File: config.mk
export PLATFORM = sky130hd
export DESIGN_NAME = frame_sync_mode_mux_flat
export DESIGN_NICKNAME = d
export VERILOG_FILES = /design/src/rtl/mode_mux_pkg.sv /design/src/rtl/frame_sync_mode_mux_if.sv /design/src/rtl/mode_key_decoder.sv /design/src/rtl/frame_sync_mode_mux.sv /design/src/flat_wrapper.sv
export SDC_FILE = /design/constraint.sdc
export NUM_CORES = 1
export LEC_CHECK = 0
export ABC_AREA = 0
export ABC_CLOCK_PERIOD_IN_PS = 2100
export CAP_MARGIN = 0
export CORE_MARGIN = 2
export CORE_UTILIZATION = 31
export DETAILED_ROUTE_END_ITERATION = 8
export PLACE_DENSITY_LB_ADDON = 0.15
export REMOVE_ABC_BUFFERS = 1
export SLEW_MARGIN = 20
export SYNTH_ARGS = -nofsm -noshare
export SYNTH_HDL_FRONTEND = slang
export SYNTH_SLANG_ARGS = --single-unit
File: constraint.sdc
create_clock -name clk -period 2.1 [get_ports clk]
set_input_delay 0.525 -clock clk [delete_from_list [all_inputs] [get_ports clk]]
set_output_delay 0.525 -clock clk [all_outputs]
set_load 0.005 [all_outputs]
File: src/rtl/mode_mux_pkg.sv
`default_nettype none
// ============================================================================
//  Module   : mode_mux_pkg
//  Brief    : Shared types and constants for the frame-synchronous N-way
//             display mode mux: RGB444 pixel struct, keyboard ASCII codes,
//             and on-screen-display tile geometry (used with MODE_OSD_EN).
//  Revision : 1.0 - initial release
// ============================================================================
package mode_mux_pkg;

  // One pixel as delivered by each tracker/mixer pipeline.
  typedef struct packed {
    logic [3:0] r;
    logic [3:0] g;
    logic [3:0] b;
  } rgb444_t;

  // Keyboard codes: '1' selects mode 0, '2' mode 1, ...; 'm' cycles.
  localparam logic [7:0] KEY_DIGIT1 = 8'h31;
  localparam logic [7:0] KEY_CYCLE  = 8'h6D;
  localparam logic [7:0] KEY_NONE   = 8'h00;

  // OSD tiles: one 4x4 square per mode, laid out left to right.
  localparam int OSD_X0    = 8;
  localparam int OSD_Y0    = 8;
  localparam int OSD_PITCH = 6;
  localparam int OSD_SIZE  = 4;

  localparam rgb444_t OSD_RGB_ACTIVE   = 12'hFFF;
  localparam rgb444_t OSD_RGB_IDLE     = 12'h444;
  localparam rgb444_t OSD_RGB_FALLBACK = 12'hF80;

endpackage
`default_nettype wire

File: src/rtl/frame_sync_mode_mux_if.sv
`default_nettype none
// ============================================================================
//  Module   : frame_sync_mode_mux_if
//  Brief    : Pixel/keyboard/sync bundle between the mixer pipelines and the
//             mode mux. The slave modport is the mux; master is its driver.
//  Revision : 1.0 - initial release
// ============================================================================
interface frame_sync_mode_mux_if #(
  parameter int N_MODES = 4
) ();
  import mode_mux_pkg::*;

  localparam int MODE_W = (N_MODES > 1) ? $clog2(N_MODES) : 1;

  logic                      v_sync;
  logic [7:0]                keyboard_data;
  logic [9:0]                x_pixel;
  logic [9:0]                y_pixel;
  rgb444_t [N_MODES-1:0]     rgb_in;
  logic [N_MODES-1:0]        target_off_in;

  logic [3:0]                r_port;
  logic [3:0]                g_port;
  logic [3:0]                b_port;
  logic                      target_off;
  logic [MODE_W-1:0]         active_mode;
  logic                      mode_changed;
  logic                      fallback_active;

  modport slave (
    input  v_sync, keyboard_data, x_pixel, y_pixel, rgb_in, target_off_in,
    output r_port, g_port, b_port, target_off, active_mode, mode_changed,
           fallback_active
  );

  modport master (
    output v_sync, keyboard_data, x_pixel, y_pixel, rgb_in, target_off_in,
    input  r_port, g_port, b_port, target_off, active_mode, mode_changed,
           fallback_active
  );

endinterface
`default_nettype wire

File: src/rtl/mode_key_decoder.sv
`default_nettype none
// ============================================================================
//  Module   : mode_key_decoder
//  Brief    : Brings the quasi-static keyboard code into clk, accepts a code
//             once it is stable, non-zero and new, and decodes it into a
//             mode-select pulse (sel_valid/sel_idx). 8'h00 re-arms the
//             acceptance so the same key can be used again.
//  Revision : 1.0 - initial release
// ============================================================================
module mode_key_decoder
  import mode_mux_pkg::*;
#(
  parameter int         N_MODES   = 4,
  parameter int         MODE_W    = 2,
  parameter logic [7:0] CYCLE_KEY = KEY_CYCLE
) (
  input  logic              clk,
  input  logic              reset,
  input  logic [7:0]        keyboard_data,
  input  logic [MODE_W-1:0] base_idx,
  output logic              sel_valid,
  output logic [MODE_W-1:0] sel_idx
);

  localparam logic [7:0]        DIGIT_LAST = KEY_DIGIT1 + 8'(N_MODES - 1);
  localparam logic [MODE_W-1:0] LAST_IDX   = MODE_W'(N_MODES - 1);

  logic [7:0] sync1_q, sync1_d;
  logic [7:0] sync2_q, sync2_d;
  logic [7:0] prev_q,  prev_d;
  logic [7:0] last_q,  last_d;
  logic       stable;
  logic       accept;

  // Synchroniser shift, stability/novelty detect and code decode.
  always_comb begin
    sync1_d   = keyboard_data;
    sync2_d   = sync1_q;
    prev_d    = sync2_q;
    stable    = (sync2_q == prev_q);
    accept    = stable && (sync2_q != KEY_NONE) && (sync2_q != last_q);
    last_d    = last_q;
    sel_valid = 1'b0;
    sel_idx   = '0;

    if (stable && (sync2_q == KEY_NONE)) begin
      last_d = KEY_NONE;
    end else if (accept) begin
      last_d = sync2_q;
    end

    if (accept) begin
      if ((sync2_q >= KEY_DIGIT1) && (sync2_q <= DIGIT_LAST)) begin
        sel_valid = 1'b1;
        sel_idx   = MODE_W'(sync2_q - KEY_DIGIT1);
      end else if (sync2_q == CYCLE_KEY) begin
        sel_valid = 1'b1;
        sel_idx   = (base_idx == LAST_IDX) ? '0 : base_idx + MODE_W'(1);
      end
    end
  end

  // Key pipeline registers.
  always_ff @(posedge clk) begin
    if (reset) begin
      sync1_q <= KEY_NONE;
      sync2_q <= KEY_NONE;
      prev_q  <= KEY_NONE;
      last_q  <= KEY_NONE;
    end else begin
      sync1_q <= sync1_d;
      sync2_q <= sync2_d;
      prev_q  <= prev_d;
      last_q  <= last_d;
    end
  end

endmodule
`default_nettype wire

File: src/rtl/frame_sync_mode_mux.sv
`default_nettype none
// ============================================================================
//  Module   : frame_sync_mode_mux
//  Brief    : N-way display mode mux. Keyboard selections are held pending
//             and applied only at the v_sync falling edge (no mid-frame
//             tearing). A run of LOST_FRAMES target-lost frames forces
//             FALLBACK_MODE. Selected RGB444/target_off registered once.
//             Optional: define MODE_OSD_EN to draw per-mode status tiles.
//  Revision : 1.0 - initial release
// ============================================================================
module frame_sync_mode_mux
  import mode_mux_pkg::*;
#(
  parameter int         N_MODES       = 4,
  parameter int         DEFAULT_MODE  = 0,
  parameter int         FALLBACK_MODE = 0,
  parameter int         LOST_FRAMES   = 30,
  parameter logic [7:0] CYCLE_KEY     = KEY_CYCLE
) (
  input  logic                 clk,
  input  logic                 reset,
  frame_sync_mode_mux_if.slave bus
);

  localparam int MODE_W = (N_MODES > 1) ? $clog2(N_MODES) : 1;
  localparam int CNT_W  = $clog2(LOST_FRAMES + 2);

  localparam logic [MODE_W-1:0] DEFAULT_IDX  = MODE_W'(DEFAULT_MODE);
  localparam logic [MODE_W-1:0] FALLBACK_IDX = MODE_W'(FALLBACK_MODE);
  localparam logic [CNT_W-1:0]  LOST_LIMIT   = CNT_W'(LOST_FRAMES);

  logic              vs_q, vs_d;
  logic              vs_prev_q, vs_prev_d;
  logic [MODE_W-1:0] active_mode_q, active_mode_d;
  logic              pending_valid_q, pending_valid_d;
  logic [MODE_W-1:0] pending_idx_q, pending_idx_d;
  logic [CNT_W-1:0]  lost_cnt_q, lost_cnt_d;
  logic              fallback_q, fallback_d;
  logic              mode_changed_q, mode_changed_d;
  rgb444_t           pix_q, pix_d;
  logic              target_off_q, target_off_d;

  logic              boundary;
  logic              sel_lost;
  logic [CNT_W-1:0]  cnt_inc;
  logic              sel_valid;
  logic [MODE_W-1:0] sel_idx;
  logic [MODE_W-1:0] base_idx;

  // A cycle key advances from whatever will be shown next.
  assign base_idx = pending_valid_q ? pending_idx_q : active_mode_q;

  mode_key_decoder #(
    .N_MODES   (N_MODES),
    .MODE_W    (MODE_W),
    .CYCLE_KEY (CYCLE_KEY)
  ) u_key (
    .clk           (clk),
    .reset         (reset),
    .keyboard_data (bus.keyboard_data),
    .base_idx      (base_idx),
    .sel_valid     (sel_valid),
    .sel_idx       (sel_idx)
  );

  // Frame-boundary mode update: pending key first, then lost-target fallback.
  always_comb begin
    vs_d            = bus.v_sync;
    vs_prev_d       = vs_q;
    boundary        = vs_prev_q & ~vs_q;
    sel_lost        = bus.target_off_in[active_mode_q];
    cnt_inc         = (lost_cnt_q == LOST_LIMIT) ? lost_cnt_q
                                                 : lost_cnt_q + CNT_W'(1);
    active_mode_d   = active_mode_q;
    pending_valid_d = pending_valid_q;
    pending_idx_d   = pending_idx_q;
    lost_cnt_d      = lost_cnt_q;
    fallback_d      = fallback_q;
    mode_changed_d  = 1'b0;

    if (boundary) begin
      if (pending_valid_q) begin
        active_mode_d   = pending_idx_q;
        pending_valid_d = 1'b0;
        lost_cnt_d      = '0;
        fallback_d      = 1'b0;
      end else if ((LOST_FRAMES > 0) && sel_lost) begin
        lost_cnt_d = cnt_inc;
        if ((cnt_inc == LOST_LIMIT) && (active_mode_q != FALLBACK_IDX)) begin
          active_mode_d = FALLBACK_IDX;
          fallback_d    = 1'b1;
          lost_cnt_d    = '0;
        end
      end else if (!sel_lost) begin
        lost_cnt_d = '0;
      end
      mode_changed_d = (active_mode_d != active_mode_q);
    end

    // A key landing on the boundary cycle waits for the next frame.
    if (sel_valid) begin
      pending_valid_d = 1'b1;
      pending_idx_d   = sel_idx;
    end
  end

  // Pixel select (plus optional status tiles) using the current mode.
  always_comb begin
    pix_d        = bus.rgb_in[active_mode_q];
    target_off_d = bus.target_off_in[active_mode_q];
`ifdef MODE_OSD_EN
    for (int k = 0; k < N_MODES; k++) begin
      if ((int'(bus.x_pixel) >= OSD_X0 + OSD_PITCH * k) &&
          (int'(bus.x_pixel) <  OSD_X0 + OSD_PITCH * k + OSD_SIZE) &&
          (int'(bus.y_pixel) >= OSD_Y0) &&
          (int'(bus.y_pixel) <  OSD_Y0 + OSD_SIZE)) begin
        if (MODE_W'(k) == active_mode_q) begin
          pix_d = fallback_q ? OSD_RGB_FALLBACK : OSD_RGB_ACTIVE;
        end else begin
          pix_d = OSD_RGB_IDLE;
        end
      end
    end
`endif
  end

`ifndef MODE_OSD_EN
  logic unused_osd_coords;
  assign unused_osd_coords = ^{bus.x_pixel, bus.y_pixel};
`endif

  // State and output registers.
  always_ff @(posedge clk) begin
    if (reset) begin
      vs_q            <= 1'b0;
      vs_prev_q       <= 1'b0;
      active_mode_q   <= DEFAULT_IDX;
      pending_valid_q <= 1'b0;
      pending_idx_q   <= '0;
      lost_cnt_q      <= '0;
      fallback_q      <= 1'b0;
      mode_changed_q  <= 1'b0;
      pix_q           <= '0;
      target_off_q    <= 1'b0;
    end else begin
      vs_q            <= vs_d;
      vs_prev_q       <= vs_prev_d;
      active_mode_q   <= active_mode_d;
      pending_valid_q <= pending_valid_d;
      pending_idx_q   <= pending_idx_d;
      lost_cnt_q      <= lost_cnt_d;
      fallback_q      <= fallback_d;
      mode_changed_q  <= mode_changed_d;
      pix_q           <= pix_d;
      target_off_q    <= target_off_d;
    end
  end

  assign bus.r_port          = pix_q.r;
  assign bus.g_port          = pix_q.g;
  assign bus.b_port          = pix_q.b;
  assign bus.target_off      = target_off_q;
  assign bus.active_mode     = active_mode_q;
  assign bus.mode_changed    = mode_changed_q;
  assign bus.fallback_active = fallback_q;

endmodule
`default_nettype wire
File: src/flat_wrapper.sv
// flat-port wrapper written by rule: the top's interface ports become plain ports
module frame_sync_mode_mux_flat import mode_mux_pkg::*;
#(
  parameter int         N_MODES       = 4,
  parameter int         DEFAULT_MODE  = 0,
  parameter int         FALLBACK_MODE = 0,
  parameter int         LOST_FRAMES   = 30,
  parameter logic [7:0] CYCLE_KEY     = KEY_CYCLE
)
  (clk, reset, bus_v_sync, bus_keyboard_data, bus_x_pixel, bus_y_pixel, bus_rgb_in, bus_target_off_in, bus_r_port, bus_g_port, bus_b_port, bus_target_off, bus_active_mode, bus_mode_changed, bus_fallback_active);
  frame_sync_mode_mux_if #(.N_MODES(N_MODES)) bus_i ();
  input  logic clk;
  input  logic reset;
  input wire logic [$bits(bus_i.v_sync)-1:0] bus_v_sync;
  input wire logic [$bits(bus_i.keyboard_data)-1:0] bus_keyboard_data;
  input wire logic [$bits(bus_i.x_pixel)-1:0] bus_x_pixel;
  input wire logic [$bits(bus_i.y_pixel)-1:0] bus_y_pixel;
  input wire logic [$bits(bus_i.rgb_in)-1:0] bus_rgb_in;
  input wire logic [$bits(bus_i.target_off_in)-1:0] bus_target_off_in;
  output wire logic [$bits(bus_i.r_port)-1:0] bus_r_port;
  output wire logic [$bits(bus_i.g_port)-1:0] bus_g_port;
  output wire logic [$bits(bus_i.b_port)-1:0] bus_b_port;
  output wire logic [$bits(bus_i.target_off)-1:0] bus_target_off;
  output wire logic [$bits(bus_i.active_mode)-1:0] bus_active_mode;
  output wire logic [$bits(bus_i.mode_changed)-1:0] bus_mode_changed;
  output wire logic [$bits(bus_i.fallback_active)-1:0] bus_fallback_active;
  assign bus_i.v_sync = bus_v_sync;
  assign bus_i.keyboard_data = bus_keyboard_data;
  assign bus_i.x_pixel = bus_x_pixel;
  assign bus_i.y_pixel = bus_y_pixel;
  assign bus_i.rgb_in = bus_rgb_in;
  assign bus_i.target_off_in = bus_target_off_in;
  assign bus_r_port = bus_i.r_port;
  assign bus_g_port = bus_i.g_port;
  assign bus_b_port = bus_i.b_port;
  assign bus_target_off = bus_i.target_off;
  assign bus_active_mode = bus_i.active_mode;
  assign bus_mode_changed = bus_i.mode_changed;
  assign bus_fallback_active = bus_i.fallback_active;
  frame_sync_mode_mux #(.N_MODES(N_MODES), .DEFAULT_MODE(DEFAULT_MODE), .FALLBACK_MODE(FALLBACK_MODE), .LOST_FRAMES(LOST_FRAMES), .CYCLE_KEY(CYCLE_KEY)) u_core (.clk(clk), .reset(reset), .bus(bus_i));
endmodule
==> impl_metrics.yaml, run 1 <==
synthesis:
  postSynthAreaPerCell_um2: 9.922
  ys_types: 50
  synth.area.top_cells: "dfxtp_1 42%, mux4_2 9.5%, nor2b_1 8.8%"
  netlist_area_um2: 2838
  ys.warnings.count: 0
  ys_ff_latch: 59
  synth_top_area_share_pct: 41.62
  ys_async_sr_fraction_pct: 0
  synth_common_cells: "59 x dfxtp_1, 40 x nor2b_1, 19 x nand2_1, 15 x nor2_1, 14 x a31oi_1"
  synth.most_common_cell: "dfxtp_1"
  synthCells: 286
  synth_top_cell_by_area: "dfxtp_1"
  synth-seq-area-share_pct: 41.62
  synth-edff-count: 0
  synthFlopType: "dfxtp_1"
detailed_routing:
  drc: 0
  routed-via-count: 2407
  finalWirelength_um: 6640
  ant_nets: 0
  vias_per_cell: 4.892
  wl_per_cell_um: 13.50
  drt-initial-drc-count: 86
  firstDrtPassIters: 4
global_route:
  grt_pass1_vias: 2320
  gr-usage-all-layers_pct: 14.25
  antenna_found_initial: 0
  grt_pass1_wl_um: 11290
  grt_max_degree: 28
  grt_overflow_total: 0
clock_tree:
  path_clk_slew_ns: 0.07
  clk_path_buf_depth: 2
  insertion_delay_ns: 0.33
  postCtsSetupBuffers: 0
  cts-root-buf: "clkbuf_8"
  clock_sinks: 59
  h-tree-depth: 3
  tritoncts: "built"
  cts_buffers: 9
  cts_hold_buf: 0
worst_setup_path:
  worst-path-buf-inv: 0
  critPathArrivalTime_ns: 2.18
  crit_family: "simple AND/OR/NAND/NOR gates"
  cp_max_fo: 6
  ff2ff_setup_slack_ns: 0.16
  cp.depth: 4
  crit_required_ns: 2.34
  crit_start: "u_core.u_key.prev_d[3]"
  crit_type: "register to register"
  crit_chain: "or3_1 > or4_1 > nor3b_1 > a221oi_2"
  cp_slowest_cell: "or4_1"
  max_stage_delay_ns: 0.61
  r2r_start: "u_core.u_key.prev_d[3]"
  cp-start-kind: "register"
  cp-endpoint: "u_core.pending_idx_q[1]"
  r2r-end: "u_core.pending_idx_q[1]"
  end_kind: "register"
  reg2reg_depth: 4
die:
  row_count: 34
  die_area_um2: 9935
  die_height_um: 99.68
  io_pins: 100
  die_width_um: 99.68
  core_um2: 8806
  floorplan.initialDensity_pct: 32.23
sta:
  final-max-slew-violation-count: 0
  skew_ns: 0.009894
  hold_viol: 0
  setup_viol_count_final: 0
  slew_headroom_pct: 65.20
  fin_crit_sh_pct: 92.22
  rsz0062_at_grt: "false"
  period_needed_ns: 1.937
  clock.fmax_mhz: 516.3
  worstMarginPinSlew_ns: 0.5209
final_layout:
  stdcell_area_um2: 4059
  antenna_cells: 0
  area_growth_pct: 43.03
  nets: 467
  fin_util_pct: 46.09
  drive_gt1_share_pct: 15.10
power:
  power_leakage_uw: 0.001467
  total_power_uw: 2741
  peakVddDrop_v: 0.0003204
  pwr_density_cell_nw_per_um2: 675.4
placed_design:
  dpl_cell_area_um2: 3854
  gp_congestion: 0.7923
  portBuffers: 79
  dp_hpwl_um: 4899
hold_path:
  hold_path.class: "register to register"
outcome:
  status: "finished clean"
job:
  maxCapViolCount: 0
==> metrics by stage <==
| step | hold slack, ns | instances | TNS [ns] | setup WS [ns] |
|---|---|---|---|---|
| after detailed placement | 0.4204 | 477 | -0.005271 | -0.003028 |
| after floorplan | 0.4138 | 267 | 0 | 0.1833 |
| after CTS | 0.4353 | 492 | -0.08912 | -0.02942 |
| after global placement | 0.4191 | 477 | 0 | 0.02540 |
| after global routing | 0.4587 | 492 | 0 | 0.01667 |
| final | 0.4317 | 492 | 0 | 0.1633 |
==> report_power, final <==
part           total (µW)  switching (µW)  internal (µW)  leakage, µW
sequential           1200            31.4           1170     0.000484
combinational         515             199            316     0.000883
clock                1020             417            606    0.0000995
total                2740             648           2090      0.00147
==> worst reg2reg max path, stage by stage, from the launching register on <==
cell	delay (ns)
dfxtp_1	0.39
or3_1	0.42
or4_1	0.61
nor3b_1	0.20
a221oi_2	0.24
==> state kept, by name (all words and copies together), names as in the netlist <==
signal and cells:
u_core.pending_valid_q 1, u_core.u_key.sync1_q 8, u_core.bus.b_port 4, u_core.vs_prev_q 1, u_core.bus.target_off 1, u_core.pending_idx_q 2
u_core.bus.fallback_active 1, u_core.bus.g_port 4, u_core.bus.r_port 4, u_core.u_key.prev_q 8, u_core.vs_prev_d 1, u_core.u_key.last_q 8
u_core.bus.mode_changed 1, u_core.bus.active_mode 2, u_core.u_key.prev_d 8, u_core.lost_cnt_q 5
==> worst min-delay path by stage <==
stage | cells past startpoint | slack [ns] | start | end
floorplan | 1 | 0.41 | u_core.u_key.sync1_q[0] | u_core.u_key.prev_d[0]
global route | 1 | 0.46 | u_core.u_key.sync1_q[7] | u_core.u_key.prev_d[7]
finish | 1 | 0.43 | u_core.u_key.sync1_q[7] | u_core.u_key.prev_d[7]
global placement | 1 | 0.42 | u_core.u_key.sync1_q[7] | u_core.u_key.prev_d[7]
CTS | 1 | 0.44 | u_core.u_key.sync1_q[6] | u_core.u_key.prev_d[6]
detailed placement | 1 | 0.42 | u_core.u_key.sync1_q[6] | u_core.u_key.prev_d[6]
==> area by class of cell <==
class / instances / area [µm²]
clock buffers: 13 / 158.9
clock inverters: 2 / 35.03
fillers: 862 / 4747
inverters: 8 / 30.03
multi-input cells: 200 / 1548
flip-flops and latches: 59 / 1181
well taps: 108 / 135.1
repair buffers: 102 / 970.9
==> layout by cell type (no fill, tap or decap), types with 6 or more instances in the layout <==
cell type and count:
nand3_1 12, dfxtp_1 59, nor2_1 15, nor2b_1 40, xnor2_1 11, nand2_1 19
buf_4 22, mux4_2 12, clkdlybuf4s50_1 78, xor2_1 8, clkbuf_8 11, a21oi_1 6
o2111ai_1 6, a31oi_1 14, inv_1 8
==> kinds of logic (layout without fill, tap and decap cells) <==
| group | after synthesis | in the layout | synth area share, % |
|---|---|---|---|
| simple gates | 112 | 112 | 22.53 |
| xor+xnor | 20 | 20 | 6.438 |
| mux | 17 | 17 | 11.38 |
| flops | 59 | 59 | 41.62 |
| buf+inv | 27 | 125 | 4.233 |
| fa+ha+maj | 4 | 4 | 1.764 |
| compound gates | 47 | 47 | 12.04 |
==> repair_timing <==
| action | in CTS | in global routing |
|---|---|---|
| pin swaps | 0 | 1 |
| endpoints found under the setup margin | 5 | 9 |
| resized for setup | 0 | 2 |
==> per-layer routing <==
layer / share of wire (%) / vias up / global-route usage (%)
li1: - / 1210 / -
met1: 47 / 1127 / 18.30
met2: 46 / 60 / 22.77
met3: 4.7 / 10 / 3.654
met4: 2.0 / 0 / 6.006
met5: 0 / - / 0
Note: power is estimated with default switching activity, not from simulation.
==> inputs of run 2 (changes only) <==
--- a/config.mk
+++ b/config.mk
@@ -8,7 +8,6 @@
 export ABC_AREA = 0
 export ABC_CLOCK_PERIOD_IN_PS = 2100
 export CAP_MARGIN = 0
-export CORE_MARGIN = 2
 export CORE_UTILIZATION = 31
 export DETAILED_ROUTE_END_ITERATION = 8
 export PLACE_DENSITY_LB_ADDON = 0.15
==> run 2 against run 1 <==
Effect of this change:
- the flow now finishes with violations (DRC)
- non-clock buffer count decreased by 2
- cell area increased by 0.25%
- clock-buffer cell count decreased by 4
- power increased by 4.5%
- worst hold slack improved by 0.0044 ns
- sequential share of layout area about the same
- fmax decreased by 3.4%
- critical endpoint is now bus_active_mode[0]
- largest cell class unchanged
- largest power group unchanged
==> impl_metrics.yaml, run 2 (synthesis gave the netlist of run 1 again) <==
hold_path:
  hold_start: "u_core.u_key.sync1_q[5]"
  hold_end: "u_core.u_key.prev_d[5]"
  hold_path.class: "register to register"
  hold_depth: 1
clock_tree:
  postCtsSetupBuffers: 0
  tritoncts: "built"
  cts_resized: 0
  cts_buffers: 9
  cts-root-buf: "clkbuf_8"
  insertion_delay_ns: 0.34
  clk_path_buf_depth: 2
  path_clk_slew_ns: 0.07
  clock_sinks: 59
  h-tree-depth: 3
  cts_hold_buf: 0
die:
  die_height_um: 97.68
  die_width_um: 97.68
  io_pins: 100
  core_um2: 8806
  die_area_um2: 9540
  floorplan.initialDensity_pct: 32.23
  row_count: 34
global_route:
  antenna_found_initial: 0
  grt_overflow_total: 0
  grt_max_degree: 31
  grt_pass1_vias: 2324
  grt_pass1_wl_um: 11230
  gr-usage-all-layers_pct: 14.93
final_layout:
  drive_gt1_share_pct: 15.40
  antenna_cells: 0
  final_common_cell: "clkdlybuf4s50_1"
  nets: 465
  n_fill_cell: 872
  area_growth_pct: 43.39
  final_cell_mix: "78 x clkdlybuf4s50_1, 58 x dfxtp_1, 40 x nor2b_1"
worst_setup_path:
  crit_type: "register to primary output"
  end_kind: "primary output"
  crit_required_ns: 1.57
  critPathArrivalTime_ns: 1.48
  cp_slowest_cell: "clkdlybuf4s50_1"
  max_stage_delay_ns: 0.58
  crit_family: "buffers and inverters"
  r2r-end: "u_core.u_key.last_q[1]"
  reg2reg_depth: 5
  worst-path-buf-inv: 1
  crit_chain: "clkdlybuf4s50_1"
  cp_max_fo: 10
  r2r_start: "u_core.u_key.prev_d[6]"
  ff2ff_setup_slack_ns: 0.19
  cp-start-kind: "register"
placed_design:
  dp_slack_ns: 0.06727
  dp_hpwl_um: 4863
  portBuffers: 79
  gp_congestion: 0.8175
sta:
  worstMarginPinSlew_ns: 0.5195
  period_needed_ns: 2.004
  fin_crit_sh_pct: 95.43
  skew_ns: 0.01018
  rsz0062_at_grt: "false"
  fin_setup_tns_ns: 0
  whs_ns: 0.4361
  setup_viol_count_final: 0
  clock.fmax_mhz: 499.0
  hold_viol: 0
  final-max-slew-violation-count: 0
  fin_ws_ns: 0.09604
  slew_headroom_pct: 65.36
detailed_routing:
  ant_nets: 0
  routed-via-count: 2412
  drc: 16
  vias_per_cell: 4.912
  wl_per_cell_um: 13.66
  drt-initial-drc-count: 80
  firstDrtPassIters: 6
  finalWirelength_um: 6709
power:
  peakVddDrop_v: 0.0002822
  power_leakage_uw: 0.001459
  total_power_uw: 2866
  pwr_density_cell_nw_per_um2: 704.3
outcome:
  status: "finished, violations left"
  violations: "DRC"
job:
  maxCapViolCount: 0
==> run 2: changes by cell type in the layout (fill, tap and decap cells not counted), sizes merged <==
cell | previous run | this run
clkbuf | 13 | 9
inv | 8 | 9
buf | 24 | 22
bufinv | 1 | 2
clkinvlp | 0 | 3
==> run 2: power breakdown <==
part           switching, µW  internal [µW]
clock network            480            673
registers               32.3           1170
logic                    196            313
==> run 2: stage by stage <==
stage	cell area, µm²	instances	util (%)
final	4069	491	46.21
after global routing	4069	491	46.21
after CTS	4063	491	46.14
after detailed placement	3839	475	43.59
after global placement	3839	475	43.59
after floorplan	2748	267	-
==> run 2: final cells by class <==
| class | instances | area, µm² | area share, % |
|---|---|---|---|
| Sequential cell | 59 | 1182 | 29.06 |
| Tap cell | 108 | 135.1 | 3.321 |
| Timing Repair Buffer | 100 | 955.9 | 23.49 |
| Inverter | 8 | 30.03 | 0.7380 |
| Multi-Input combinational cell | 200 | 1541 | 37.88 |
| Clock buffer | 9 | 123.9 | 3.044 |
| Clock inverter | 7 | 100.1 | 2.460 |
==> run 2: layer usage <==
layer  share of wire (%)  track usage (%)
met5                   0                0
met1                  46            18.91
met3                 5.7            3.453
met2                  46            23.79
met4                 1.8            7.459
==> run 2: worst max path at each step <==
| stage | from | end | slack [ns] | cells past startpoint |
|---|---|---|---|---|
| 2_1_floorplan | u_core.lost_cnt_q[0] | u_core.bus.fallback_active | 0.18 | 7 |
| 6_report | u_core.bus.active_mode[0] | bus_active_mode[0] | 0.1 | 1 |
| 4_1_cts | u_core.lost_cnt_q[1] | u_core.lost_cnt_q[4] | 0.04 | 6 |
| 3_3_place_gp | u_core.lost_cnt_q[1] | u_core.lost_cnt_q[4] | 0.07 | 6 |
| 5_1_grt | u_core.bus.active_mode[0] | bus_active_mode[0] | 0.02 | 1 |
| 3_5_place_dp | u_core.lost_cnt_q[1] | u_core.lost_cnt_q[4] | 0.07 | 6 |
==> inputs of run 3 (changes only) <==
--- a/config.mk
+++ b/config.mk
@@ -12,6 +12,7 @@
 export DETAILED_ROUTE_END_ITERATION = 8
 export PLACE_DENSITY_LB_ADDON = 0.15
 export REMOVE_ABC_BUFFERS = 1
+export SETUP_SLACK_MARGIN = 0.2
 export SLEW_MARGIN = 20
 export SYNTH_ARGS = -nofsm -noshare
 export SYNTH_HDL_FRONTEND = slang
==> run 3 against run 2 <==
Effect of this change:
- the flow still finishes with violations (DRC)
- cell area increased by 3.0%
- sequential share of layout area decreased by 0.39 points
- setup slack improved by 0.18 ns
- sequential cell count unchanged
- clock power about the same
- critical path depth increased by 6
- first-iteration DRC count increased by 5.0%
- utilization increased by 1.4 points
- critical path type is now register to register
==> impl_metrics.yaml, run 3 (synthesis gave the netlist of run 1 again) <==
clock_tree:
  clock_sinks: 59
  clk_path_buf_depth: 2
  cts_buffers: 9
  cts-root-buf: "clkbuf_8"
  cts_hold_buf: 0
  path_clk_slew_ns: 0.07
  insertion_delay_ns: 0.34
  tritoncts: "built"
  h-tree-depth: 3
worst_setup_path:
  ff2ff_setup_slack_ns: 0.28
  worst-path-buf-inv: 1
  end_kind: "register"
  crit_start: "u_core.lost_cnt_q[1]"
  critPathArrivalTime_ns: 2.09
  reg2reg_depth: 7
  crit_required_ns: 2.36
  cp.depth: 7
  cp_slowest_cell: "a2111oi_4"
  crit_family: "compound AO/OA/AOI/OAI gates"
  crit_chain: "ha_4 > a21boi_2 > a2111oi_4 > o21ai_1 > buf_4 > a2bb2oi_2 > nor3_2"
  r2r_start: "u_core.lost_cnt_q[1]"
  cp_max_fo: 5
  max_stage_delay_ns: 0.40
  r2r-end: "u_core.bus.mode_changed"
  crit_type: "register to register"
  cp-start-kind: "register"
  cp-endpoint: "u_core.bus.mode_changed"
sta:
  fin_setup_tns_ns: 0
  worstMarginPinSlew_ns: 0.5154
  fin_crit_sh_pct: 86.84
  final-max-slew-violation-count: 0
  period_needed_ns: 1.824
  slew_headroom_pct: 65.64
  rsz0062_at_grt: "false"
  setup_viol_count_final: 0
  hold_viol: 0
  clock.fmax_mhz: 548.4
  skew_ns: 0.01016
detailed_routing:
  vias_per_cell: 4.962
  drt-initial-drc-count: 84
  finalWirelength_um: 6922
  wl_per_cell_um: 14.01
  drc: 15
  firstDrtPassIters: 6
  ant_nets: 0
  routed-via-count: 2451
outcome:
  status: "finished, violations left"
  violations: "DRC"
final_layout:
  final_cell_mix: "77 x clkdlybuf4s50_1, 49 x dfxtp_1, 40 x nor2b_1"
  fin_util_pct: 47.57
  drive_gt1_share_pct: 21.50
  nets: 468
  final_common_cell: "clkdlybuf4s50_1"
  multi_input_area_um2: 1615
  n_fill_cell: 851
  area_growth_pct: 47.62
  antenna_cells: 0
  regArea_um2: 1201
die:
  row_count: 34
  die_area_um2: 9540
  io_pins: 100
  floorplan.initialDensity_pct: 32.23
  core_um2: 8806
  die_height_um: 97.68
  die_width_um: 97.68
global_route:
  gr-usage-all-layers_pct: 15.04
  grt_max_degree: 31
  grt_pass1_vias: 2327
  grt_pass1_wl_um: 11300
  antenna_found_initial: 0
  grt_overflow_total: 0
hold_path:
  hold_start: "u_core.u_key.sync1_q[5]"
  hold_path.class: "register to register"
power:
  peakVddDrop_v: 0.0002814
  pwr_density_cell_nw_per_um2: 687.6
  power_leakage_uw: 0.001485
placed_design:
  portBuffers: 79
  dp_hpwl_um: 4863
  gp_congestion: 0.8175
job:
  maxCapViolCount: 0
run 3: cell count changes in the layout (fill, tap and decap cells not counted), moves of 2 or more:
cell and delta:
dfxtp_1 -9, dfxtp_2 +6, dfxtp_4 +3, ha_1 -3
a21boi_0 -2, buf_4 +2, ha_4 +2, inv_1 -2
run 3: what timing repair did:
| item | in CTS | in global routing |
|---|---|---|
| gates cloned | 0 | 0 |
| resized for setup | 10 | 25 |
| pin swaps | 1 | 5 |
| setup buffers | 0 | 3 |
| endpoints found under the setup margin | 13 | 12 |
run 3: how the worst min path moves through the flow:
stage                                  end  slack [ns]  cells after the start
floorplan           u_core.u_key.prev_d[0]        0.41                      1
global placement    u_core.u_key.prev_d[7]        0.42                      1
detailed placement  u_core.u_key.prev_d[7]        0.42                      1
CTS                 u_core.u_key.prev_d[5]        0.44                      1
global route        u_core.u_key.prev_d[5]        0.46                      1
finish              u_core.u_key.prev_d[5]        0.44                      1
run 3: final cells by class:
| cell class | instances | share of cell area [%] |
|---|---|---|
| multi-input cells | 200 | 38.56 |
| repair buffers | 103 | 23.42 |
| clock buffers | 9 | 2.957 |
| well taps | 108 | 3.226 |
| clock inverters | 7 | 2.389 |
| flip-flops and latches | 59 | 28.67 |
| inverters | 8 | 0.7766 |
run 3: metal layers:
layer	part of all wire (%)	global-route usage [%]
met1	46	19.08
met2	47	23.95
met3	5.0	3.453
met4	1.7	7.459
met5	0	0
run 3: metrics by stage:
stage               instances  area, µm²  power (µW)  setup slack, ns  hold WS [ns]
global route              494       4189        3039           0.2033        0.4551
finish                    494       4189        2880           0.2764        0.4361
CTS                       491       4084        2923           0.2010        0.4372
global placement          475       3839        1740          0.06887        0.4166
detailed placement        475       3839        1742          0.06727        0.4204
floorplan                 267       2748        1450           0.1833        0.4138
run 3: where the power goes:
group,internal [µW],switching (µW)
Combinational,322,201
Sequential,1170,33.6
Clock,673,480
run 3: worst reg2reg max path: cells and delay by family (launching register included):
family / cells / cell delay, ns
compound gates: 4 / 0.86
fa+ha+maj: 1 / 0.17
buf+inv: 1 / 0.17
flops: 1 / 0.38
simple gates: 1 / 0.17
